$ cat src/rtl/ib.sv
// Router input buffer: circular flit FIFO plus a two-state routing FSM
// that raises a one-hot output-port request for the packet at the FIFO top.
module ib #(
    parameter int unsigned PKTW  = 9,
    parameter int unsigned DEPTH = 4
) (
    input  logic          clk,
    input  logic          rst,
    input  logic [PKTW:0] pkti,
    output logic [PKTW:0] pkto,
    output logic [3:0]    req,
    input  logic          ack,
    output logic          empty,
    output logic          full
);

    localparam int unsigned AW = $clog2(DEPTH);
    localparam int unsigned CW = AW + 1;

    localparam logic [1:0] T_IDLE = 2'b00;
    localparam logic [1:0] T_HEAD = 2'b10;
    localparam logic [1:0] T_TAIL = 2'b11;

    typedef enum logic {
        S_IDLE,
        S_ACTIVE
    } state_t;

    logic [PKTW:0]   r_mem [DEPTH];
    logic [AW-1:0]   r_wr_ptr;
    logic [AW-1:0]   r_rd_ptr;
    logic [CW-1:0]   r_count;
    state_t          r_state;
    logic [3:0]      r_req;

    state_t          w_state_nxt;
    logic [3:0]      w_req_nxt;
    logic [PKTW:0]   w_top;
    logic [1:0]      w_top_type;
    logic [1:0]      w_in_type;
    logic            w_empty;
    logic            w_full;
    logic            w_write;
    logic            w_read;
    logic            w_discard;
    logic            w_pop;

    assign w_top      = r_mem[r_rd_ptr];
    assign w_top_type = w_top[PKTW -: 2];
    assign w_in_type  = pkti[PKTW -: 2];
    assign w_empty    = (r_count == '0);
    assign w_full     = (r_count == CW'(DEPTH));

    // A full FIFO drops arrivals even when a pop frees a slot this cycle.
    assign w_write    = (w_in_type != T_IDLE) && !w_full;
    assign w_read     = ack && !w_empty && (r_req != 4'b0000);
    // Stray non-head flits seen while idle are thrown away to resync.
    assign w_discard  = (r_state == S_IDLE) && !w_empty && (w_top_type != T_HEAD);
    assign w_pop      = w_read || w_discard;

    assign pkto  = w_read ? w_top : '0;
    assign req   = r_req;
    assign empty = w_empty;
    assign full  = w_full;

    // Flit storage; reset only blocks the write, contents are don't-care.
    always_ff @(posedge clk) begin
        if (rst && w_write) begin
            r_mem[r_wr_ptr] <= pkti;
        end
    end

    // Pointers and occupancy; pointers wrap naturally at DEPTH.
    always_ff @(posedge clk) begin
        if (!rst) begin
            r_wr_ptr <= '0;
            r_rd_ptr <= '0;
            r_count  <= '0;
        end else begin
            if (w_write) begin
                r_wr_ptr <= r_wr_ptr + AW'(1);
            end
            if (w_pop) begin
                r_rd_ptr <= r_rd_ptr + AW'(1);
            end
            case ({w_write, w_pop})
                2'b10:   r_count <= r_count + CW'(1);
                2'b01:   r_count <= r_count - CW'(1);
                default: r_count <= r_count;
            endcase
        end
    end

    // Routing FSM state and registered request.
    always_ff @(posedge clk) begin
        if (!rst) begin
            r_state <= S_IDLE;
            r_req   <= 4'b0000;
        end else begin
            r_state <= w_state_nxt;
            r_req   <= w_req_nxt;
        end
    end

    // Next state: claim a port on a head, release it when the tail leaves.
    always_comb begin
        w_state_nxt = r_state;
        w_req_nxt   = r_req;
        case (r_state)
            S_IDLE: begin
                w_req_nxt = 4'b0000;
                if (!w_empty && (w_top_type == T_HEAD)) begin
                    w_state_nxt = S_ACTIVE;
                    w_req_nxt   = 4'b0001 << w_top[1:0];
                end
            end
            S_ACTIVE: begin
                if (w_read && (w_top_type == T_TAIL)) begin
                    w_state_nxt = S_IDLE;
                    w_req_nxt   = 4'b0000;
                end
            end
            default: begin
                w_state_nxt = S_IDLE;
                w_req_nxt   = 4'b0000;
            end
        endcase
    end

endmodule

$ cat config.mk
export PLATFORM = sky130hd
export DESIGN_NAME = ib
export DESIGN_NICKNAME = d
export VERILOG_FILES = /design/src/rtl/ib.sv
export SDC_FILE = /design/constraint.sdc
export NUM_CORES = 1
export LEC_CHECK = 0
export ABC_AREA = 0
export BUFFER_PORTS_ARGS = -buffer_cell sky130_fd_sc_hd__buf_2
export CAP_MARGIN = 5
export CORE_MARGIN = 2
export CORE_UTILIZATION = 57
export DETAILED_ROUTE_END_ITERATION = 7
export PLACE_DENSITY = 0.79
export SLEW_MARGIN = 20
export SYNTH_ARGS = -nofsm -noshare
export SYNTH_HDL_FRONTEND = slang
export SYNTH_SLANG_ARGS = --single-unit
$ cat constraint.sdc
create_clock -name clk -period 3.3 [get_ports clk]
set_input_delay 0.33 -clock clk [delete_from_list [all_inputs] [get_ports clk]]
set_output_delay 0.33 -clock clk [all_outputs]
set_load 0.005 [all_outputs]
==> impl_metrics.ini, run 1 <==
[global_routing]
antenna_found_initial = 0
overflow = 0
grt_busiest_layer = met2
met3_usage_pct = 5.00
grt_max_degree = 19
grt_util_met1_pct = 23.0
grt_pass1_vias = 1245
grt.total_usage_pct = 19.0
grt_util_met2_pct = 33.0
grt_pass1_wl_um = 6070

[clock_tree]
numCtsBuffers = 5
cts_tree = yes
cts_hold_buffers = 0
cts.sinks = 54
cts_max_level = 2
post-cts-setup-buffer-count = 0
clock_path_buffers = 2
path_clk_slew_ns = 0.10
cts_root_buf = clkbuf_8
clk_latency_ns = 0.30
ctsResizeCount = 0

[floorplan]
start_util_pct = 58.4
core_area_um2 = 3970
die_w_um = 67.8
rows = 23
die_h_um = 67.8
die-area_um2 = 4600
pin_count = 29

[synth]
synth_common_cells = edfxtp_1 (40), dfxtp_1 (14), and3_1 (13)
synth-seq-cells = 54
synth_warnings = 0
yosysTopAreaCell = edfxtp_1
syn_nets = 169
yosysMostFrequentCell = edfxtp_1
synth_edf_count = 40
ys_top_cells_by_area = edfxtp_1 (52%), dfxtp_1 (12%), mux4_1 (9.1%)
synth-async-reset-ratio_pct = 0
synth_seq_area_share_pct = 63.9
syn-cell-area_um2 = 2320
yosysUniqueCellTypes = 38
synthFlopType = edfxtp_1
syn_avg_cell_area_um2 = 15.5
syn_inst = 150
synth.top_cell.area_share_pct = 51.8

[worst_setup_path]
crit_family = adder cells
cp_cell_sequence = mux4_2, nor2b_4, o31ai_1, ha_1, inv_1, fa_1, xor2_1, or3_1, a21boi_0
cp_slowest_cell = dfxtp_1
required_ns = 3.53
timing.rr.end = r_count[2]
rrSetupSlack_ns = 0.50
worst_path_largest_cell_delay_ns = 0.59
cp-end-kind = flop
path_buf_inv = 1
crit_cells = 9
cp.arrival_ns = 3.02
criticalPathCategory = flop to flop
start_kind = flop
r2r_cells = 9
crit_path_max_fanout = 10
crit_end = r_count[2]

[status]
outcome = finished, final reports clean

[power]
p_switching_uw = 554
ir_worst_vdd_mv = 0.406
clkPwrFrac_pct = 23.8
intPower_uw = 1300
p_comb_share_pct = 27.5
seq_power_share_pct = 48.7
powerDensity_nw_per_um2 = 711
p_sw_share_pct = 29.9
p_total_uw = 1850
p_leak_uw = 0.00101

[sta]
finalCritPeriodShare_pct = 84.8
clock_skew_ns = 0.0132
setup_violations = 0
tns_ns = 0
slew_viol_final = 0
fmax_mhz = 357
final-hold-violation-count = 0
slew-limit-headroom_pct = 50.3
tightest_slew_ns = 0.736
post-route-min-period_ns = 2.80
rsz0062_at_grt = false

[worst_hold_path]
hold_path_class = input pin to flop

[detailed_routing]
wl_um = 3880
drt-pass1-iter-count = 4
drt_iter0_drc = 43
wire_per_inst_um = 16.8
drc = 0
via_count = 1291
drtAntennaViolNets = 0
vias_per_cell = 5.59

[job]
maxCapViolCount = 0

[cells_and_area]
syn_to_final_growth_pct = 12.3
drive_above_1_share_pct = 23.2
diodes = 0
layout.nets = 199

[placed_design]
port_buffers = 28
dpl.hpwl_um = 2820
place_congestion = 0.739
-- worst register-to-register path, stage by stage, from the launching register on --
cell	delay, ns
dfxtp_1	0.59
mux4_2	0.41
nor2b_4	0.16
o31ai_1	0.24
ha_1	0.24
inv_1	0.06
fa_1	0.38
xor2_1	0.16
or3_1	0.31
a21boi_0	0.18
-- per-layer routing --
| metal | vias up | part of all wire [%] |
|---|---|---|
| li1 | 639 | - |
| met1 | 623 | 44 |
| met2 | 27 | 53 |
| met3 | 2 | 3.2 |
| met4 | 0 | 0.59 |
| met5 | - | 0 |
-- cells by family (layout without fill, tap and decap cells) --
logic type,Yosys count,after routing,synth area share [%]
AO/OA/AOI/OAI,16,16,4.91
XOR/XNOR,3,3,1.13
adder cells (fa/ha/maj),6,6,3.56
buffers and inverters,13,44,2.91
flip-flops,54,54,63.9
multiplexers,12,12,11.9
AND/OR/NAND/NOR,46,46,11.8
-- power by group through the flow --
stage	registers, uW	logic (uW)	clock network, uW
2_1_floorplan	889	424	0
3_3_place_gp	907	487	0
3_5_place_dp	918	513	0
4_1_cts	902	518	453
5_1_grt	916	574	472
6_report	902	510	442
-- how the worst min path moves through the flow --
| stage | startpoint | end | slack (ns) | cells after the start |
|---|---|---|---|---|
| final | pkti[4] | r_mem[1][4] | 0.24 | 1 |
| after global routing | pkti[7] | r_mem[0][7] | 0.23 | 1 |
| after CTS | pkti[4] | r_mem[1][4] | 0.23 | 1 |
| after detailed placement | r_rd_ptr[1] | r_rd_ptr[1] | 0.48 | 2 |
| after global placement | r_rd_ptr[1] | r_rd_ptr[1] | 0.47 | 2 |
| after floorplan | pkti[0] | r_mem[0][0] | 0.43 | 0 |
-- layout by cell type, fill, tap and decap left out, types with 5 or more instances in the layout --
master	n
o21ai_0	6
edfxtp_1	40
buf_2	28
clkbuf_8	5
inv_1	7
and3_1	13
dfxtp_1	14
nand2_1	10
mux4_1	8
ha_1	5
-- through the flow --
step	std cells	instance area, um^2	util (%)	setup WS, ns	hold slack, ns
after floorplan	150	2320	-	0.714	0.429
after global placement	223	2490	62.7	0.659	0.467
after detailed placement	223	2490	62.7	0.467	0.478
after CTS	231	2610	65.6	0.438	0.226
after global routing	231	2610	65.6	0.309	0.234
final	231	2610	65.6	0.502	0.240
-- state kept, by name, summed over array words and instances (netlist names), named ones only --
| register | cells |
|---|---|
| r_count | 3 |
| req | 4 |
| r_wr_ptr | 2 |
| r_state | 1 |
| r_rd_ptr | 2 |
| r_mem | 40 |
-- cell type report --
type / instances / area, um^2
multi-input combinational: 83 / 771
inverter: 7 / 26.3
clock buffer: 5 / 68.8
sequential: 54 / 1480
timing repair buffer: 29 / 148
fill: 275 / 1370
tap: 50 / 62.6
clock inverter: 3 / 47.5
(Power assumes the default switching activity.)
==> run 2, diff against run 1 <==
ABC_AREA = 1   (was 0)
CORE_UTILIZATION = 51   (was 57)
PLACE_DENSITY = 0.74   (was 0.79)
clock period = 2.3 ns   (was 3.3 ns; I/O delays follow)
==> run 2 against run 1 <==
  * Global-route usage is 1.5 points lower
  * Utilization is 4.3 points lower
  * Worst hold slack worse by 0.11 ns
  * Routed wire length is 6.5% higher
  * Register-to-register slack worse by 0.32 ns
  * Critical path type unchanged
  * Largest power group unchanged
==> impl_metrics.ini, run 2 <==
[status]
outcome = finished, final reports clean

[detailed_routing]
vias_per_cell = 5.15
drt_iter0_drc = 170
wl_um = 4130
drc = 0
drtAntennaViolNets = 0
drt-pass1-iter-count = 5
wire_per_inst_um = 12.8
via_count = 1657

[worst_setup_path]
cp_slowest_cell = dfxtp_4
cp_cell_sequence = inv_4, nand2_1, nand2_1, nand2_1, nand2_2, nand2_1, nand2_2, nand2_2, ha_1, inv_1, fa_1, a21oi_1, o21ai_0, o21ai_0, a21oi_1
worst_path_largest_cell_delay_ns = 0.39
start_kind = flop
cp.arrival_ns = 2.32
crit_path_max_fanout = 11
crit_family = adder cells
r2r_cells = 15
cp-end-kind = flop
timing.rr.end = r_count[2]
rrSetupSlack_ns = 0.18
criticalPathCategory = flop to flop
path_buf_inv = 2
required_ns = 2.50
cpMostUsedCell = nand2_1

[clock_tree]
numCtsBuffers = 5
cts_max_level = 2
cts_tree = yes
cts_root_buf = clkbuf_8
clock_path_buffers = 2
path_clk_slew_ns = 0.10
cts.sinks = 54
clk_latency_ns = 0.31
post-cts-setup-buffer-count = 0

[placed_design]
port_buffers = 28
place_congestion = 0.793
post-place-ws_ns = 0.0983
dpl.hpwl_um = 2890
dp_cells = 314

[worst_hold_path]
holdPathStages = 1
hold-path-endpoint = r_mem[0][4]
hold_path_class = input pin to flop
min_from = pkti[4]

[floorplan]
start_util_pct = 53.5
die_h_um = 71.8
core_area_um2 = 4380
die_w_um = 71.8
pin_count = 29
rows = 24
die-area_um2 = 5150

[cells_and_area]
drive_above_1_share_pct = 22.2
layout.nets = 288
largest-register = r_mem
layout_commonest_cell = nand2_1
syn_to_final_growth_pct = 14.7
largest_register_ffs = 40
final-instance-count-excl-fill = 322
layout_common_cells = nand2_1 (41), edfxtp_1 (40), nor2_1 (28), buf_2 (28), inv_1 (23)
diodes = 0
post-route-util_pct = 61.3

[sta]
slew-limit-headroom_pct = 74.9
setup_violations = 0
fmax_mhz = 471
clock_skew_ns = 0.00949
finalCritPeriodShare_pct = 92.2
final-hold-violation-count = 0
finalWorstSetupSlack_ns = 0.179
tightest_slew_ns = 0.374
post-route-min-period_ns = 2.12
slew_viol_final = 0
tns_ns = 0

[global_routing]
grt.total_usage_pct = 17.5
grt_pass1_wl_um = 6880
overflow = 0
grt_max_degree = 18
grt_util_met2_pct = 27.6
antenna_found_initial = 0
grt_pass1_vias = 1486
met3_usage_pct = 2.95
grt_util_met1_pct = 24.2
grt_busiest_layer = met2

[synth]
synth.top_cell.area_share_pct = 51.3
synth_seq_area_share_pct = 63.2
synthFlopType = edfxtp_1
syn_nets = 248
synth_warnings = 0
synth_edf_count = 40
yosysMostFrequentCell = nand2_1
synth-seq-cells = 54
synthAdderAreaFrac_pct = 3.52
yosysUniqueCellTypes = 25
synth_xor_area_share_pct = 0.374
yosys.area_share.simple_pct = 19.1
synth_common_cells = nand2_1 (41), edfxtp_1 (40), nor2_1 (28)
yosysTopAreaCell = edfxtp_1
synth_top_family_by_area = simple AND/OR/NAND/NOR gates
synthMuxAreaShare_pct = 0
syn_avg_cell_area_um2 = 10.2
syn-cell-area_um2 = 2340
syn_inst = 229
synth_compound_area_share_pct = 8.01
ys_top_cells_by_area = edfxtp_1 (51%), dfxtp_1 (12%), nand2_1 (6.6%)
synth-async-reset-ratio_pct = 0

[power]
ir_worst_vdd_mv = 0.529
powerDensity_nw_per_um2 = 1050
p_leak_uw = 0.00114

[job]
maxCapViolCount = 0
-- run 2: changes by cell type in the layout (fill, tap and decap cells not counted), moves of 8 or more --
| cell | before | now |
|---|---|---|
| nand2_1 | 10 | 41 |
| nor2_1 | 4 | 28 |
| inv_1 | 7 | 23 |
| nand3_1 | 3 | 17 |
| and3_1 | 13 | 0 |
| a21oi_1 | 0 | 12 |
| o21ai_0 | 6 | 17 |
| buf_4 | 1 | 11 |
| mux4_1 | 8 | 0 |
-- run 2: layer usage --
layer	wire [um]	up-vias
li1	-	843
met1	1910	765
met2	2000	43
met3	172	6
met4	51	0
met5	0	-
-- run 2: worst max-delay path by stage --
stage | slack (ns) | start | cells past startpoint | end
finish | 0.18 | flop | 15 | r_count[2]
global route | -0.004 | flop | 14 | r_count[2]
CTS | 0.07 | flop | 15 | r_count[2]
detailed placement | 0.1 | flop | 15 | r_count[2]
global placement | 0.19 | flop | 15 | r_count[2]
floorplan | 0.26 | req[1] | 12 | r_count[2]
-- run 2: timing repair --
action | 4_1_cts | 5_1_grt
setup endpoints to repair | 0 | 1
gates resized for setup | 0 | 4
hold buffers | 0 | 0
-- run 2: cell families (layout without fill, tap and decap cells) --
logic type               Yosys count  in the layout
buffers and inverters             32             73
AND/OR/NAND/NOR                  100            100
XOR/XNOR                           1              1
adder cells (fa/ha/maj)            6              6
flip-flops                        54             54
AO/OA/AOI/OAI                     36             36
-- run 2: layout make-up --
type,instances,area (um^2)
Clock buffer,5,68.8
Clock inverter,3,20.0
Fill cell,349,1700
Inverter,26,100
Multi-Input combinational cell,143,726
Sequential cell,54,1490
Tap cell,52,65.1
Timing Repair Buffer,39,223
-- run 2: per-stage QoR --
stage                     total power, uW  hold WS (ns)  instance area [um^2]
final                                2810         0.130                  2690
after global routing                 3040         0.129                  2690
after CTS                            2810         0.122                  2680
after detailed placement             2310         0.445                  2590
after global placement               2290         0.445                  2590
after floorplan                      2030         0.329                  2340
-- run 2: power by group --
group	total (uW)	switching, uW	leakage (uW)	internal (uW)
registers	1280	77.0	0.000480	1200
clock network	510	295	0.0000422	215
logic	1020	646	0.000618	373
